[config.mk]
export PLATFORM = sky130hd
export DESIGN_NAME = pipe_adder_tree
export DESIGN_NICKNAME = d
export VERILOG_FILES = /design/src/rtl/pipe_adder_tree_pkg.sv /design/src/rtl/pipe_adder_tree_add_level.sv /design/src/rtl/pipe_adder_tree.sv
export SDC_FILE = /design/constraint.sdc
export NUM_CORES = 1
export LEC_CHECK = 0
export ABC_AREA = 1
export BUFFER_PORTS_ARGS = -buffer_cell sky130_fd_sc_hd__buf_2
export CORE_ASPECT_RATIO = 2
export CORE_MARGIN = 1.5
export CORE_UTILIZATION = 62
export CTS_CLUSTER_DIAMETER = 50
export DETAILED_ROUTE_END_ITERATION = 6
export PLACE_DENSITY = 0.86
export SLEW_MARGIN = 20
export SYNTH_ARGS = -nofsm -noshare
export SYNTH_HDL_FRONTEND = slang
export SYNTH_HIERARCHICAL = 1
export SYNTH_SLANG_ARGS = --single-unit
[constraint.sdc]
create_clock -name clk -period 3.8 [get_ports clk]
set_clock_uncertainty 0.1 [all_clocks]
set_input_delay 0.57 -clock clk [delete_from_list [all_inputs] [get_ports clk]]
set_output_delay 0.57 -clock clk [all_outputs]
set_load 0.005 [all_outputs]
[src/rtl/pipe_adder_tree_pkg.sv]
// Shared defaults and sizing helpers for the pipelined adder tree and its levels.
package pipe_adder_tree_pkg;

    localparam int DEF_LANES = 8;
    localparam int DEF_IN_W  = 8;
    localparam int DEF_ACC_W = 32;
    localparam int DEF_BEATS = 32;

    function automatic int tree_lvls(input int lanes);
        return $clog2(lanes);
    endfunction

    // Wide enough to hold the value BEATS itself, not just BEATS-1.
    function automatic int cnt_width(input int beats);
        return $clog2(beats) + 1;
    endfunction

endpackage

[src/rtl/pipe_adder_tree_add_level.sv]
// One registered level of the adder tree: N lanes of W bits -> N/2 sums of W+1 bits.
module add_level #(
    parameter int N = 8,
    parameter int W = 8
) (
    input  logic                   clk,
    input  logic                   rst,
    input  logic                   flush,
    input  logic                   valid,
    input  logic [N*W-1:0]         data,
    output logic [(N/2)*(W+1)-1:0] sums,
    output logic                   sums_valid
);

    // NOTE: sequential state always uses non-blocking (<=) so every flop samples pre-edge values.
    always_ff @(posedge clk) begin
        if (!rst) begin
            sums_valid <= 1'b0;
        end else begin
            sums_valid <= valid & ~flush;
        end
    end

    // NOTE: datapath flops carry no reset; the valid bit alone says whether they hold a real beat.
    always_ff @(posedge clk) begin
        for (int i = 0; i < N / 2; i++) begin
            sums[i*(W+1) +: (W+1)] <= {1'b0, data[(2*i)*W +: W]} + {1'b0, data[(2*i+1)*W +: W]};
        end
    end

endmodule

[src/rtl/pipe_adder_tree.sv]
// Pipelined LANES-wide adder tree feeding a frame accumulator that counts BEATS beats per frame.
module pipe_adder_tree
    import pipe_adder_tree_pkg::*;
#(
    parameter int LANES = DEF_LANES,
    parameter int IN_W  = DEF_IN_W,
    parameter int ACC_W = DEF_ACC_W,
    parameter int BEATS = DEF_BEATS,
    parameter int CNT_W = cnt_width(BEATS)
) (
    input  logic                  clk,
    input  logic                  rst,
    input  logic                  clear,
    input  logic                  in_valid,
    input  logic [LANES*IN_W-1:0] in_data,
    output logic [ACC_W-1:0]      sum,
    output logic                  sum_valid,
    output logic                  done,
    output logic [CNT_W-1:0]      beat_cnt
);

    localparam int TREE_LVLS = tree_lvls(LANES);
    localparam int TREE_W    = IN_W + TREE_LVLS;

    for (genvar k = 0; k < TREE_LVLS; k++) begin : g_lvl
        localparam int N = LANES >> k;
        localparam int W = IN_W + k;

        logic [N*W-1:0]         data;
        logic                   valid;
        logic [(N/2)*(W+1)-1:0] sums;
        logic                   sums_valid;
        logic                   flush;

        // The first level always accepts the incoming beat, even on clear.
        if (k == 0) begin : g_first
            assign data  = in_data;
            assign valid = in_valid;
            assign flush = 1'b0;
        end else begin : g_next
            assign data  = g_lvl[k-1].sums;
            assign valid = g_lvl[k-1].sums_valid;
            assign flush = clear;
        end

        add_level #(.N(N), .W(W)) u_level (
            .clk        (clk),
            .rst        (rst),
            .flush      (flush),
            .valid      (valid),
            .data       (data),
            .sums       (sums),
            .sums_valid (sums_valid)
        );
    end

    logic [TREE_W-1:0] tree_out;
    logic              tree_valid;
    logic              frame_full;
    logic [CNT_W-1:0]  next_cnt;

    assign tree_out   = g_lvl[TREE_LVLS-1].sums;
    assign tree_valid = g_lvl[TREE_LVLS-1].sums_valid;
    assign frame_full = (beat_cnt == CNT_W'(BEATS));
    assign next_cnt   = frame_full ? CNT_W'(1) : beat_cnt + CNT_W'(1);

    // A completed frame holds until its successor's first beat, which loads rather than adds.
    always_ff @(posedge clk) begin
        if (!rst || clear) begin
            sum       <= '0;
            sum_valid <= 1'b0;
            done      <= 1'b0;
            beat_cnt  <= '0;
        end else begin
            sum_valid <= tree_valid;
            done      <= tree_valid && (next_cnt == CNT_W'(BEATS));
            if (tree_valid) begin
                sum      <= frame_full ? ACC_W'(tree_out) : sum + ACC_W'(tree_out);
                beat_cnt <= next_cnt;
            end
        end
    end

endmodule

After elaboration in Yosys (flattened, before gate mapping)
Index checks and enable logic that the tools add are counted.
{ "classes": {"add_sub_neg": 9, "n_eq_ne": 2, "n_mux": 2, "n_bitwise": 3, "reduce_logical": 3} }
{ "op_table": {"columns": ["op", "n"], "rows": [
  ["8-bit by 8-bit adder with 9-bit output", 4],
  ["32-bit by 11-bit adder with 32-bit output", 1],
  ["32-bit two-way mux", 1],
  ["9-bit by 9-bit adder with 10-bit output", 2],
  ["6-bit == test, second input constant", 2],
  ["10-bit by 10-bit adder with 11-bit output", 1],
  ["6-bit by 1-bit adder with 6-bit output, second input constant", 1],
  ["6-bit two-way mux", 1],
  ["1-bit bitwise AND", 2],
  ["1-bit logical AND", 1],
  ["1-bit logical NOT", 1],
  ["1-bit logical OR", 1],
  ["1-bit NOT", 1]
]} }
{ "totals": {"reg_bits": 110, "inputBits": 68, "elab_cells": 29} }

Depth between registers and ports, before layout
Gate-level depths: netlist of the first run.
{ "depth": {"depth_word": 4, "ltp_mapped": 12, "ltp_nobuf": 12} }

Hierarchy
The synthesis of the first run kept the hierarchy.
{ "by_module_without_submodules": {"columns": ["module", "n_inst", "cells_per_inst", "area_each_um2"], "rows": [
  ["pipe_adder_tree", 1, 450, 2832.7],
  ["add_level at g_lvl[0].u_level", 1, 284, 2148.3],
  ["add_level at g_lvl[1].u_level", 1, 187, 1332.5],
  ["add_level at g_lvl[2].u_level", 1, 103, 742.0]
]} }

Worst setup path before layout of the first run
No wires, ideal clock.
{ "synth_path": {"path_type": "reg2reg", "start": "reg sum[0]", "end": "reg sum[6]", "setup_time_ns": 0.132, "t_arrival_ns": 1.567, "required_ns": 3.568, "slack_ns": 2.001, "stages_incl_launch_ff": 10, "n_path_buf": 0, "synth_period_minus_slack_ns": 1.799, "path_cell_list": "dfxtp_1 -> ha_1 -> fa_1 -> nand2_1 -> nand2_1 -> nand3_1 -> nand2_1 -> or2_2 -> nand3_1 -> a21oi_1"} }
{ "synth_via": {"elab_chain_len": 2} }
{ "synth_lines": {"columns": ["item", "line", "rtl"], "rows": [
  ["from (decl)", "pipe_adder_tree.sv:16", "output logic [ACC_W-1:0] sum,"],
  ["from (signal assigned)", "pipe_adder_tree.sv:78", "sum <= frame_full ? ACC_W'(tree_out) : sum + ACC_W'(tree_out);"],
  ["32-bit by 11-bit adder with 32-bit output", "pipe_adder_tree.sv:78", null],
  ["32-bit two-way mux", "pipe_adder_tree.sv:78", null]
]} }
No other way between the ends.
A chain may end at the register's enable or synchronous reset.

==> results by group, run 1 <==
Yosys
  – FFs w/ async S/R, synth: 0%
  – Number of enable flip-flop cells after synthesis: 0
  – Most frequent cell after synthesis: sky130_fd_sc_hd__nand2_1
  – Area fraction of the dominant cell type after synthesis: 31.2%
  – Dominant cells by area after synthesis: sky130_fd_sc_hd__dfxtp_1 31%, sky130_fd_sc_hd__nand2_1 18%, sky130_fd_sc_hd__ha_1 13%
  – Portion of the post-synthesis area used by sequential elements: 31.2%
  – Number of storage elements in the synthesis netlist: 110
  – Synthesized instance count: 1,024
  – Synth area leader: sky130_fd_sc_hd__dfxtp_1
  – Leading register cell type out of synthesis: sky130_fd_sc_hd__dfxtp_1
  – Synthesized netlist net count: 1,174
  – Netlist area before placement: 7060 um^2
  – Warnings, synthesis: 6
  – Syn_area_per_cell: 6.89 um^2
  – Post-synth top cells: 340 x sky130_fd_sc_hd__nand2_1, 162 x sky130_fd_sc_hd__inv_1, 110 x sky130_fd_sc_hd__dfxtp_1
  – Distinct cell type count after synthesis: 42

Setup path
  – Critical setup path kind: flip-flop to flip-flop
  – Crit end category: flip-flop
  – Arrival time at the worst endpoint: 2210 ps
  – Critical Path Fanout Max: 30
  – Required time at the worst-slack endpoint: 3950 ps
  – Setup crit start kind: flip-flop

Clock network
  – Buffer levels on the longest clock path: 2
  – CTS-repair resized insts: 0
  – Hold bufs inserted after CTS: 0
  – Number of sinks handled by clock tree synthesis: 110
  – # H-tree levels: 3
  – Clk slew on worst S/H paths: 80 ps
  – CTS tree: yes
  – Clock latency on the worst-skew pair: 350 ps
  – Clock buffers created by TritonCTS: 9
  – Post CTS Setup Buffer Count: 0
  – CTS Root Buffer Type: sky130_fd_sc_hd__clkbuf_16

Timing
  – Final Cycle Share: 54.1%
  – Total negative setup slack: 0 ps
  – Setup repair after global routing missed its margin: no
  – Worst slew margin relative to its limit: 61.2%
  – Setup violation total in the final timing report: 0
  – Number of failing hold endpoints at the final stage: 0
  – Actual slew at the worst max-slew pin: 582 ps
  – Highest achievable clock rate: 0.487 GHz
  – Crit path time final: 2060 ps
  – Slew Viols, Final: 0

Die
  – Count of pins on the block boundary: 108
  – Initial Util: 62.9%
  – Die width: 78.4 um
  – Area of the die: 12,100 um^2
  – Standard-cell row count: 55
  – Die span in y: 154 um
  – Placeable Area: 11,200 um^2

Detailed routing
  – Routed WL per cell: 12.3 um
  – Vias per std cell: 5.27
  – 1st-iter DRT viols: 243
  – Post-detailed-route count of antenna-violating nets: 0
  – Detailed Route WL: 15,800 um
  – Number of remaining DRC errors: 0
  – Number of vias in the routed layout: 6,759
  – Initial DRT Pass Iterations: 5

Global routing
  – Antenna violations before repair: 0
  – Grt total ovfl: 0
  – Vias in the first global route: 6,408
  – Wire length of the first global-routing pass: 26,300 um
  – Maximum number of pins on one net before global-route repair: 31
  – GRT Overall Usage: 27.2%

Pwr
  – Total Power: 4.06 mW
  – Leakage power summed over all cells: 4.35 nW
  – Clock network power share: 22.5%
  – Worst-case vdd ir drop: 0.326 mV
  – Ratio of total power to cell area: 507 nW/um^2
  – Sequential Power Share: 37.2%
  – Net switching fraction of the power: 38.2%
  – Relative contribution of combinational cells to total power: 40.3%
  – Switching power: 1.55 mW
  – Internal power component: 2.51 mW

Final layout
  – Total area of sequential cells: 2200 um^2
  – Fraction of final layout cells sized beyond drive strength 1: 14.2%
  – Footprint of the multi-input gates: 4170 um^2
  – Number of nets in the layout: 1,285
  – Area delta synth->final: 13.7%
  – Diode count: 0
  – Total of fill cells in the finished design: 926

Run status
  – Outcome: completed

Run
  – Number of maximum-capacitance violations: 0

Min path
  – Type of the worst min-delay path: input pin to flip-flop

Placement
  – Routability-driven placement congestion ratio: 0.973
  – Buffers added on ports: 107
  – HPWL Detailed: 12,700 um
## flip-flops by register name (all words and copies together) (netlist names)
| name | count |
|---|---|
| g_lvl.u_level/sums | 67 |
| sum | 32 |
| done | 1 |
| g_lvl.u_level/sums_valid | 3 |
| sum_valid | 1 |
| beat_cnt | 6 |
## layout by cell type (no fill, tap or decap), types with 4 or more instances in the layout
cell and n:
sky130_fd_sc_hd__nand4_1 9, sky130_fd_sc_hd__nand2_2 5, sky130_fd_sc_hd__clkbuf_16 9, sky130_fd_sc_hd__ha_1 74
sky130_fd_sc_hd__o21ai_0 4, sky130_fd_sc_hd__nand3b_1 14, sky130_fd_sc_hd__nor3_1 9, sky130_fd_sc_hd__a22oi_1 7
sky130_fd_sc_hd__inv_1 162, sky130_fd_sc_hd__nand3_1 71, sky130_fd_sc_hd__or2_1 8, sky130_fd_sc_hd__a21oi_1 45
sky130_fd_sc_hd__buf_2 107, sky130_fd_sc_hd__fa_1 8, sky130_fd_sc_hd__dfxtp_1 110, sky130_fd_sc_hd__xnor2_1 13
sky130_fd_sc_hd__nor2_1 77, sky130_fd_sc_hd__nand3_2 7, sky130_fd_sc_hd__nand2_1 340, sky130_fd_sc_hd__xor2_1 14
sky130_fd_sc_hd__nor2_2 7
## logic make-up (layout without fill, tap and decap cells)
group	count (synthesis)	after routing	synth area share, %
and+or+nand+nor	563	563	35.1
other	1	1	0.0531
buffers and inverters	175	291	9.63
AOI/OAI and AO/OA	66	66	5.27
xor gates and xnor gates	27	27	3.35
adders and majority gates	82	82	15.4
DFF	110	110	31.2
## cell type report
type,instances,share of cell area (%)
clock buffer,10,2.98
clock inverter,6,0.640
tap,142,2.22
multi-input combinational,739,52.0
inverter,166,7.80
sequential,110,27.5
timing repair buffer,109,6.86
## routing by layer
layer | GRT usage, % | vias up | wire length, um
li1 | - | 3428 | -
met1 | 23.8 | 3054 | 5410
met2 | 56.0 | 226 | 9120
met3 | 3.44 | 51 | 554
met4 | 14.7 | 0 | 680
met5 | 0 | - | 0
## power groups by stage
stage                     Clock [mW]  Sequential (mW)  Combinational (mW)
after floorplan                    0             1.49                1.26
after global placement             0             1.53                1.56
after detailed placement           0             1.54                1.62
after CTS                      0.938             1.51                1.63
after global routing           0.981             1.53                1.85
final                          0.916             1.51                1.64
## stage by stage
step	hold WS (ps)	utilization, %	instance area [um^2]	setup slack (ps)	cells
finish	314	71.5	8020	1740	1282
global route	311	71.5	8020	1600	1282
CTS	305	71.5	8020	1760	1282
detailed placement	314	68.9	7730	1770	1266
global placement	307	68.9	7730	1790	1266
floorplan	295	-	7060	2000	1024
## final timing paths
| check | from | endpoint | slack (ps) | cells after the start |
|---|---|---|---|---|
| setup / recovery | g_lvl[2].u_level/sums_valid$_SDFF_PN0_ | sum[29]$_SDFFE_PP0P_ | 1740 | 9 |
| hold / removal | clear | g_lvl[2].u_level/sums_valid$_SDFF_PN0_ | 310 | 2 |
| setup reg to reg | g_lvl[2].u_level/sums_valid$_SDFF_PN0_ | sum[29]$_SDFFE_PP0P_ | 1740 | 9 |
| hold reg to reg | g_lvl[1].u_level/sums_valid$_SDFF_PN0_ | g_lvl[2].u_level/sums_valid$_SDFF_PN0_ | 320 | 2 |
## worst max-delay path, stage by stage, from the launching register on
cell                      delay, ps
sky130_fd_sc_hd__dfxtp_1        310
sky130_fd_sc_hd__buf_4          300
sky130_fd_sc_hd__inv_1           70
sky130_fd_sc_hd__buf_4          220
sky130_fd_sc_hd__nor2_2         500
sky130_fd_sc_hd__inv_2           90
sky130_fd_sc_hd__nand2_4        120
sky130_fd_sc_hd__inv_4           90
sky130_fd_sc_hd__nand2_1         90
sky130_fd_sc_hd__nor2_2          30
No activity file was read; power rests on OpenSTA's default activity.
==> run 2: changes to the inputs <==
- ABC_AREA: 1 -> 0
- CORE_UTILIZATION: 62 -> 51
- PLACE_DENSITY: 0.86 -> 0.77
- clock period: 3.8 -> 1.8 ns (I/O delays scaled with it)
==> results by group, run 2 <==
Die
  – Area of the die: 12,900 um^2 (+6.8%)
  – Initial Util: 52.8% (-10 points)
  – Standard-cell row count: 56 (+1.8%)
  – Die width: 81.0 um (+3.3%)
  – Count of pins on the block boundary: 108 (unchanged)
  – Placeable Area: 11,800 um^2 (+4.9%)
  – Die span in y: 159 um (+3.4%)

Detailed routing
  – Post-detailed-route count of antenna-violating nets: 0 (unchanged)
  – 1st-iter DRT viols: 209 (-14%)
  – Initial DRT Pass Iterations: 4 (-1)
  – Detailed Route WL: 15,000 um (-4.6%)
  – Routed WL per cell: 15.1 um (+23%)
  – Number of remaining DRC errors: 0 (unchanged)
  – Number of vias in the routed layout: 5,585 (-17%)
  – Vias per std cell: 5.60 (+6.1%)

Final layout
  – Most used cells in the layout excluding fill and tap cells: 107 x sky130_fd_sc_hd__buf_2, 98 x sky130_fd_sc_hd__dfxtp_1, 83 x sky130_fd_sc_hd__buf_4
  – Register bank with the most flops: g_lvl.u_level/sums
  – Number of nets in the layout: 998 (-22%)
  – Fraction of final layout cells sized beyond drive strength 1: 34.0% (+20 points)
  – Footprint of the multi-input gates: 4070 um^2 (-2.6%)
  – Total area of sequential cells: 2220 um^2 (+0.91%)
  – Largest regs: g_lvl.u_level/sums: 67 flops, sum: 32 flops, beat_cnt: 6 flops
  – Leading cell type in the layout, fill and taps excluded: sky130_fd_sc_hd__buf_2
  – Area delta synth->final: 30.2%
  – Diode count: 0 (unchanged)
  – Number of flip-flops in the largest register: 67 (unchanged)
  – Total of fill cells in the finished design: 912 (-1.5%)

Setup path
  – Critical setup path kind: flip-flop to flip-flop
  – Crit path largest cell delay: 370 ps (-130 ps)
  – Setup crit start kind: flip-flop
  – Cells along the critical path: ha_4 -> fa_2 -> a21o_1 -> a221oi_2 -> o211ai_2 -> a41oi_2 -> buf_6 -> or3_4 -> mux2i_1
  – Critical Path Fanout Max: 9 (-70%)
  – Worst reg-to-reg path cell count: 9 (unchanged)
  – Worst R2R Start: sum[0]$_SDFFE_PP0P_
  – Required time at the worst-slack endpoint: 1990 ps (-1960 ps)
  – Critical Path Sink: sum[16]$_SDFFE_PP0P_
  – Register-to-Register Setup Slack: -550 ps (-2300 ps)
  – Reg-to-reg critical path endpoint: sum[16]$_SDFFE_PP0P_
  – Worst-path cell with the longest stage delay: sky130_fd_sc_hd__fa_2
  – Arrival time at the worst endpoint: 2540 ps (+330 ps)
  – Crit end category: flip-flop
  – Critical path startpoint: sum[0]$_SDFFE_PP0P_

Yosys
  – Multiplexer area fraction after synthesis: 2.58% (+2.6 points)
  – Dominant cells by area after synthesis: sky130_fd_sc_hd__dfxtp_1 35%, sky130_fd_sc_hd__ha_1 15%, sky130_fd_sc_hd__xnor2_1 5.5%
  – Syn_area_per_cell: 9.48 um^2 (+38%)
  – Portion of the post-synthesis area used by sequential elements: 35.5% (+4.2 points)
  – Most frequent cell after synthesis: sky130_fd_sc_hd__dfxtp_1
  – Area fraction of the dominant cell type after synthesis: 35.5% (+4.2 points)
  – Synthesized-area fraction occupied by ao, oa, aoi and oai cells: 18.0% (+13 points)
  – Xor/xnor cell area share of the yosys netlist: 8.04% (+4.7 points)
  – Simple-gate area share of the yosys netlist: 15.6% (-20 points)
  – Distinct cell type count after synthesis: 63 (+50%)
  – Post-synth top cells: 110 x sky130_fd_sc_hd__dfxtp_1, 74 x sky130_fd_sc_hd__ha_1, 55 x sky130_fd_sc_hd__a21oi_1, 55 x sky130_fd_sc_hd__nand2_1, 39 x sky130_fd_sc_hd__xnor2_1
  – Synthesized netlist net count: 805 (-31%)
  – Warnings, synthesis: 6 (unchanged)
  – Dominant combinational cell family by area after synthesis: compound AO/OA/AOI/OAI gates
  – Netlist area before placement: 6210 um^2 (-12%)
  – Number of enable flip-flop cells after synthesis: 0 (unchanged)
  – FFs w/ async S/R, synth: 0% (unchanged)
  – Adder-Cell Fraction of Synth Area: 17.5% (+2.1 points)
  – Leading register cell type out of synthesis: sky130_fd_sc_hd__dfxtp_1
  – Synth area leader: sky130_fd_sc_hd__dfxtp_1
  – Number of storage elements in the synthesis netlist: 110 (unchanged)
  – Synthesized instance count: 655 (-36%)

Timing
  – Highest achievable clock rate: 0.425 GHz (-13%)
  – Total negative setup slack: -11,580 ps (-11,580 ps)
  – Setup violation total in the final timing report: 31 (+31)
  – Setup repair after global routing missed its margin: yes
  – Final Cycle Share: 131% (+77 points)
  – Slew Viols, Final: 0 (unchanged)
  – Number of failing hold endpoints at the final stage: 0 (unchanged)
  – Crit path time final: 2350 ps (+297 ps)
  – Final hold slack: 27.1 ps (-287 ps)
  – Fin worst setup slack: -552 ps (-2300 ps)

Min path
  – Type of the worst min-delay path: input pin to flip-flop

Run
  – Number of maximum-capacitance violations: 0 (unchanged)

Global routing
  – Maximum number of pins on one net before global-route repair: 38 (+23%)
  – Wire length of the first global-routing pass: 23,300 um (-12%)
  – GRT Overall Usage: 22.9% (-4.2 points)
  – Grt total ovfl: 0 (unchanged)
  – Vias in the first global route: 5,562 (-13%)
  – Antenna violations before repair: 0 (unchanged)

Clock network
  – Hold bufs inserted after CTS: 0 (unchanged)
  – Clk slew on worst S/H paths: 80 ps (about the same)
  – Clock buffers created by TritonCTS: 9 (unchanged)
  – Clock latency on the worst-skew pair: 350 ps (about the same)
  – CTS tree: yes
  – Number of sinks handled by clock tree synthesis: 110 (unchanged)
  – Buffer levels on the longest clock path: 2 (unchanged)
  – # H-tree levels: 3 (unchanged)
  – CTS Root Buffer Type: sky130_fd_sc_hd__clkbuf_16

Run status
  – Violations in the final reports: setup timing
  – Outcome: finished, violations left

Placement
  – Routability-driven placement congestion ratio: 0.851 (-13%)
  – HPWL Detailed: 11,800 um (-7.2%)
  – Buffers added on ports: 107 (unchanged)

Pwr
  – Ratio of total power to cell area: 1150 nW/um^2 (+130%)
  – Leakage power summed over all cells: 3.77 nW (-13%)
  – Worst-case vdd ir drop: 0.704 mV (+120%)
[run 2: cell types whose count changed after synthesis, moves of 23 or more]
cell / change
sky130_fd_sc_hd__inv_1: -130
sky130_fd_sc_hd__nand2_1: -285
sky130_fd_sc_hd__nand3_1: -63
sky130_fd_sc_hd__nor2_1: -50
sky130_fd_sc_hd__o21ai_0: +23
sky130_fd_sc_hd__xnor2_1: +26
[run 2: how the worst min path moves through the flow]
stage,end,slack (ps),cells after the start,from
2_1_floorplan,g_lvl[0].u_level/sums[0]$_DFF_P_,290,1,in_data[8]
3_3_place_gp,g_lvl[1].u_level/sums[10]$_DFF_P_,340,1,g_lvl[0].u_level/sums[27]$_DFF_P_
3_5_place_dp,g_lvl[1].u_level/sums[10]$_DFF_P_,340,1,g_lvl[0].u_level/sums[27]$_DFF_P_
4_1_cts,g_lvl[0].u_level/sums[18]$_DFF_P_,20,2,in_data[40]
5_1_grt,g_lvl[0].u_level/sums[18]$_DFF_P_,30,2,in_data[40]
6_report,g_lvl[0].u_level/sums[18]$_DFF_P_,30,2,in_data[40]
[run 2: routing by layer]
metal,vias up,part of all wire (%),global-route usage (%)
li1,2706,-,-
met1,2690,32,17.5
met2,146,60,49.0
met3,43,2.8,2.64
met4,0,5.2,13.0
met5,-,0,0
[run 2: cell type report]
cell class                 count  share of cell area, %
multi-input combinational    501                   50.3
sequential                   110                   27.5
timing repair buffer         194                   14.9
clock buffer                   9                   2.79
tap                          145                   2.24
inverter                      32                   1.49
clock inverter                 7                  0.820
[run 2: per-stage QoR]
step | instance area [um^2] | utilization (%) | worst slack (ps) | std cells | power (mW)
2_1_floorplan | 6320 | - | -478 | 655 | 5.93
3_3_place_gp | 7550 | 64.1 | -489 | 971 | 6.83
3_5_place_dp | 7550 | 64.1 | -522 | 971 | 7.05
4_1_cts | 7930 | 67.4 | -483 | 992 | 9.05
5_1_grt | 8090 | 68.7 | -639 | 998 | 9.85
6_report | 8090 | 68.7 | -552 | 998 | 9.26
[run 2: kinds of logic (layout without fill, tap and decap cells)]
| kind of cell | Yosys count | in the layout |
|---|---|---|
| fa+ha+maj | 82 | 82 |
| flops | 110 | 110 |
| other cells | 1 | 1 |
| mux | 16 | 16 |
| simple gates | 178 | 178 |
| buf+inv | 44 | 242 |
| xor+xnor | 57 | 57 |
| compound gates | 167 | 167 |
[run 2: critical path, delay by kind of cell (launching register included)]
kind | cells | cell delay [ps]
buf+inv | 1 | 170
mux | 1 | 150
compound gates | 4 | 860
simple gates | 1 | 120
flops | 1 | 340
fa+ha+maj | 2 | 540
[run 2: power by group]
part           switching (mW)  internal, mW  total, mW
registers               0.315          3.00       3.31
logic                    1.99          2.05       4.04
clock network           0.941         0.970       1.91
total                    3.25          6.02       9.26
[run 2: what timing repair did]
item / 4_1_cts / 5_1_grt
setup endpoints to repair: 36 / 38
buffers inserted: 5 / 7
resized for setup: 22 / 26
pin swaps: 16 / 17
==> run 3: changes to the inputs <==
==> constraint.sdc (replaced) <==
create_clock -name clk -period 1.8 [get_ports clk]
set_clock_uncertainty 0.1 [all_clocks]
set_input_delay 0.09 -clock clk [delete_from_list [all_inputs] [get_ports clk]]
set_output_delay 0.09 -clock clk [all_outputs]
set_load 0.005 [all_outputs]
==> results by group, run 3 (synthesis gave the netlist of run 2 again) <==
Setup path
  – Critical setup path kind: flip-flop to flip-flop
  – Crit path largest cell delay: 370 ps (about the same)
  – Required time at the worst-slack endpoint: 1930 ps (-60 ps)
  – Crit end category: flip-flop
  – Worst-path cell with the longest stage delay: sky130_fd_sc_hd__fa_2
  – Setup crit start kind: flip-flop
  – Critical Path Fanout Max: 4 (-5)
  – Arrival time at the worst endpoint: 2510 ps (-30 ps)
  – Register-to-Register Setup Slack: -570 ps (-20 ps)
  – Cells along the critical path: ha_4 -> fa_2 -> a21o_1 -> a221oi_2 -> o211ai_2 -> a41oi_2 -> buf_4 -> buf_6 -> nor4_4 -> mux2i_1

Timing
  – Crit path time final: 2370 ps (+20.0 ps)
  – Final hold slack: 9.66 ps (-17.4 ps)
  – Setup repair after global routing missed its margin: yes
  – Setup violation total in the final timing report: 31 (unchanged)
  – Final Cycle Share: 132% (+1.1 points)
  – Total negative setup slack: -12,110 ps (-527 ps)
  – Slew Viols, Final: 0 (unchanged)
  – Fin worst setup slack: -572 ps (-20.0 ps)
  – Highest achievable clock rate: 0.422 GHz (-0.84%)
  – Number of failing hold endpoints at the final stage: 0 (unchanged)

Pwr
  – Internal power component: 6.42 mW (+6.8%)
  – Switching power: 3.29 mW (+1.4%)
  – Relative contribution of combinational cells to total power: 42.8% (-0.8 points)
  – Leakage power summed over all cells: 3.89 nW (+3.3%)
  – Worst-case vdd ir drop: 0.782 mV (+11%)
  – Clock network power share: 23.1% (+2.5 points)
  – Ratio of total power to cell area: 1160 nW/um^2 (+0.84%)
  – Sequential Power Share: 34.1% (-1.7 points)
  – Net switching fraction of the power: 33.9% (-1.2 points)

Global routing
  – Wire length of the first global-routing pass: 24,800 um (+6.5%)
  – GRT Overall Usage: 24.6% (+1.7 points)
  – Met1 track demand over resource in global routing: 18.4% (+0.90 points)
  – Grt total ovfl: 0 (unchanged)
  – Maximum number of pins on one net before global-route repair: 38 (unchanged)
  – Met3 Usage GRT: 2.69% (+0.057 points)
  – Antenna violations before repair: 0 (unchanged)
  – Most utilized layer in the global route result: met2
  – Vias in the first global route: 5,824 (+4.7%)
  – Met2 demand-to-capacity share in global routing: 51.5% (+2.5 points)

Final layout
  – Area delta synth->final: 35.4%
  – Largest regs: g_lvl.u_level/sums: 67 flops, sum: 32 flops, beat_cnt: 6 flops
  – Most used cells in the layout excluding fill and tap cells: 107 x sky130_fd_sc_hd__buf_2, 97 x sky130_fd_sc_hd__dfxtp_1, 77 x sky130_fd_sc_hd__buf_4
  – Leading cell type in the layout, fill and taps excluded: sky130_fd_sc_hd__buf_2
  – Final Non-Filler Cells: 1,016 (+1.8%)
  – Layout Utilization: 71.5% (+2.8 points)
  – Fraction of final layout cells sized beyond drive strength 1: 33.5% (-0.47 points)
  – Register bank with the most flops: g_lvl.u_level/sums
  – Number of flip-flops in the largest register: 67 (unchanged)
  – Diode count: 0 (unchanged)
  – Number of nets in the layout: 1,016 (+1.8%)

Die
  – Area of the die: 12,900 um^2 (unchanged)
  – Placeable Area: 11,800 um^2 (unchanged)
  – Die width: 81.0 um (unchanged)
  – Standard-cell row count: 56 (unchanged)
  – Initial Util: 52.8% (unchanged)
  – Count of pins on the block boundary: 108 (unchanged)
  – Die span in y: 159 um (unchanged)

Run status
  – Outcome: finished, violations left
  – Violations in the final reports: setup timing

Placement
  – Place WS: -595 ps (-72.8 ps)
  – Buffers added on ports: 107 (unchanged)
  – HPWL Detailed: 11,800 um (about the same)
  – Post-placement cell count: 966 (-0.51%)
  – Routability-driven placement congestion ratio: 0.857 (+0.62%)

Run
  – Number of maximum-capacitance violations: 0 (unchanged)

Detailed routing
  – Initial DRT Pass Iterations: 6 (+2)
  – Vias per std cell: 5.58 (-0.24%)
  – 1st-iter DRT viols: 188 (-10%)
  – Number of remaining DRC errors: 0 (unchanged)
  – Number of vias in the routed layout: 5,672 (+1.6%)
  – Routed WL per cell: 15.5 um (+2.9%)
  – Post-detailed-route count of antenna-violating nets: 0 (unchanged)
  – Detailed Route WL: 15,800 um (+4.7%)

Clock network
  – Buffer levels on the longest clock path: 2 (unchanged)
  – Clock buffers created by TritonCTS: 9 (unchanged)
  – # H-tree levels: 3 (unchanged)
  – CTS tree: yes
  – Clock latency on the worst-skew pair: 340 ps (about the same)
  – Clk slew on worst S/H paths: 70 ps (about the same)
  – Number of sinks handled by clock tree synthesis: 110 (unchanged)
  – CTS Root Buffer Type: sky130_fd_sc_hd__clkbuf_16

Min path
  – Type of the worst min-delay path: input pin to flip-flop
[run 3: cell types whose count changed in the layout (fill, tap and decap cells not counted), moves of 4 or more]
| cell | change |
|---|---|
| sky130_fd_sc_hd__a21oi_1 | -4 |
| sky130_fd_sc_hd__buf_4 | -6 |
| sky130_fd_sc_hd__clkinv_4 | -4 |
| sky130_fd_sc_hd__dlygate4sd3_1 | +24 |
[run 3: layer usage]
layer	wire length, um	part of all wire (%)
met2	9310	59
met1	4870	31
met4	1070	6.8
met3	502	3.2
met5	0	0
[run 3: repair_timing]
action | CTS | global route
resized for setup | 29 | 33
gates cloned | 2 | 0
hold buffers | 24 | 0
endpoints found under the hold margin | 16 | 0
buffers inserted | 5 | 4
pin swaps | 23 | 19
endpoints found under the setup margin | 36 | 40
[run 3: final timing paths]
kind,from,endpoint,depth (start not counted)
setup / recovery,sum[0]$_SDFFE_PP0P_,sum[22]$_SDFFE_PP0P_,10
hold / removal,in_data[27],g_lvl[0].u_level/sums[12]$_DFF_P_,3
setup reg to reg,sum[0]$_SDFFE_PP0P_,sum[22]$_SDFFE_PP0P_,10
hold reg to reg,g_lvl[0].u_level/sums[27]$_DFF_P_,g_lvl[1].u_level/sums[10]$_DFF_P_,1
[run 3: power groups by stage]
stage               clock (mW)  combinational, mW  sequential (mW)
floorplan                    0               2.72             3.21
global placement             0               3.50             3.30
detailed placement           0               3.71             3.32
CTS                       2.30               3.92             3.28
global route              2.38               4.53             3.37
finish                    2.24               4.16             3.32
[run 3: area by class of cell]
class                           count  area (um^2)
Multi-Input combinational cell    502         4150
Fill cell                         846         3360
Tap cell                          145          181
Inverter                           32          120
Clock inverter                      6         97.6
Timing Repair Buffer              211         1390
Clock buffer                       10          250
Sequential cell                   110         2220
[run 3: through the flow]
step / power (mW) / instance area [um^2]
after global routing: 10.3 / 8410
after detailed placement: 7.04 / 7510
after global placement: 6.80 / 7510
after floorplan: 5.93 / 6320
after CTS: 9.50 / 8230
final: 9.72 / 8410
[run 3: critical path: cells and delay by family, from the launching register on]
| kind | cells | cell delay [ps] |
|---|---|---|
| AO/OA/AOI/OAI | 4 | 870 |
| adder cells (fa/ha/maj) | 2 | 530 |
| buffers and inverters | 2 | 280 |
| flip-flops | 1 | 340 |
| multiplexers | 1 | 110 |
| AND/OR/NAND/NOR | 1 | 40 |
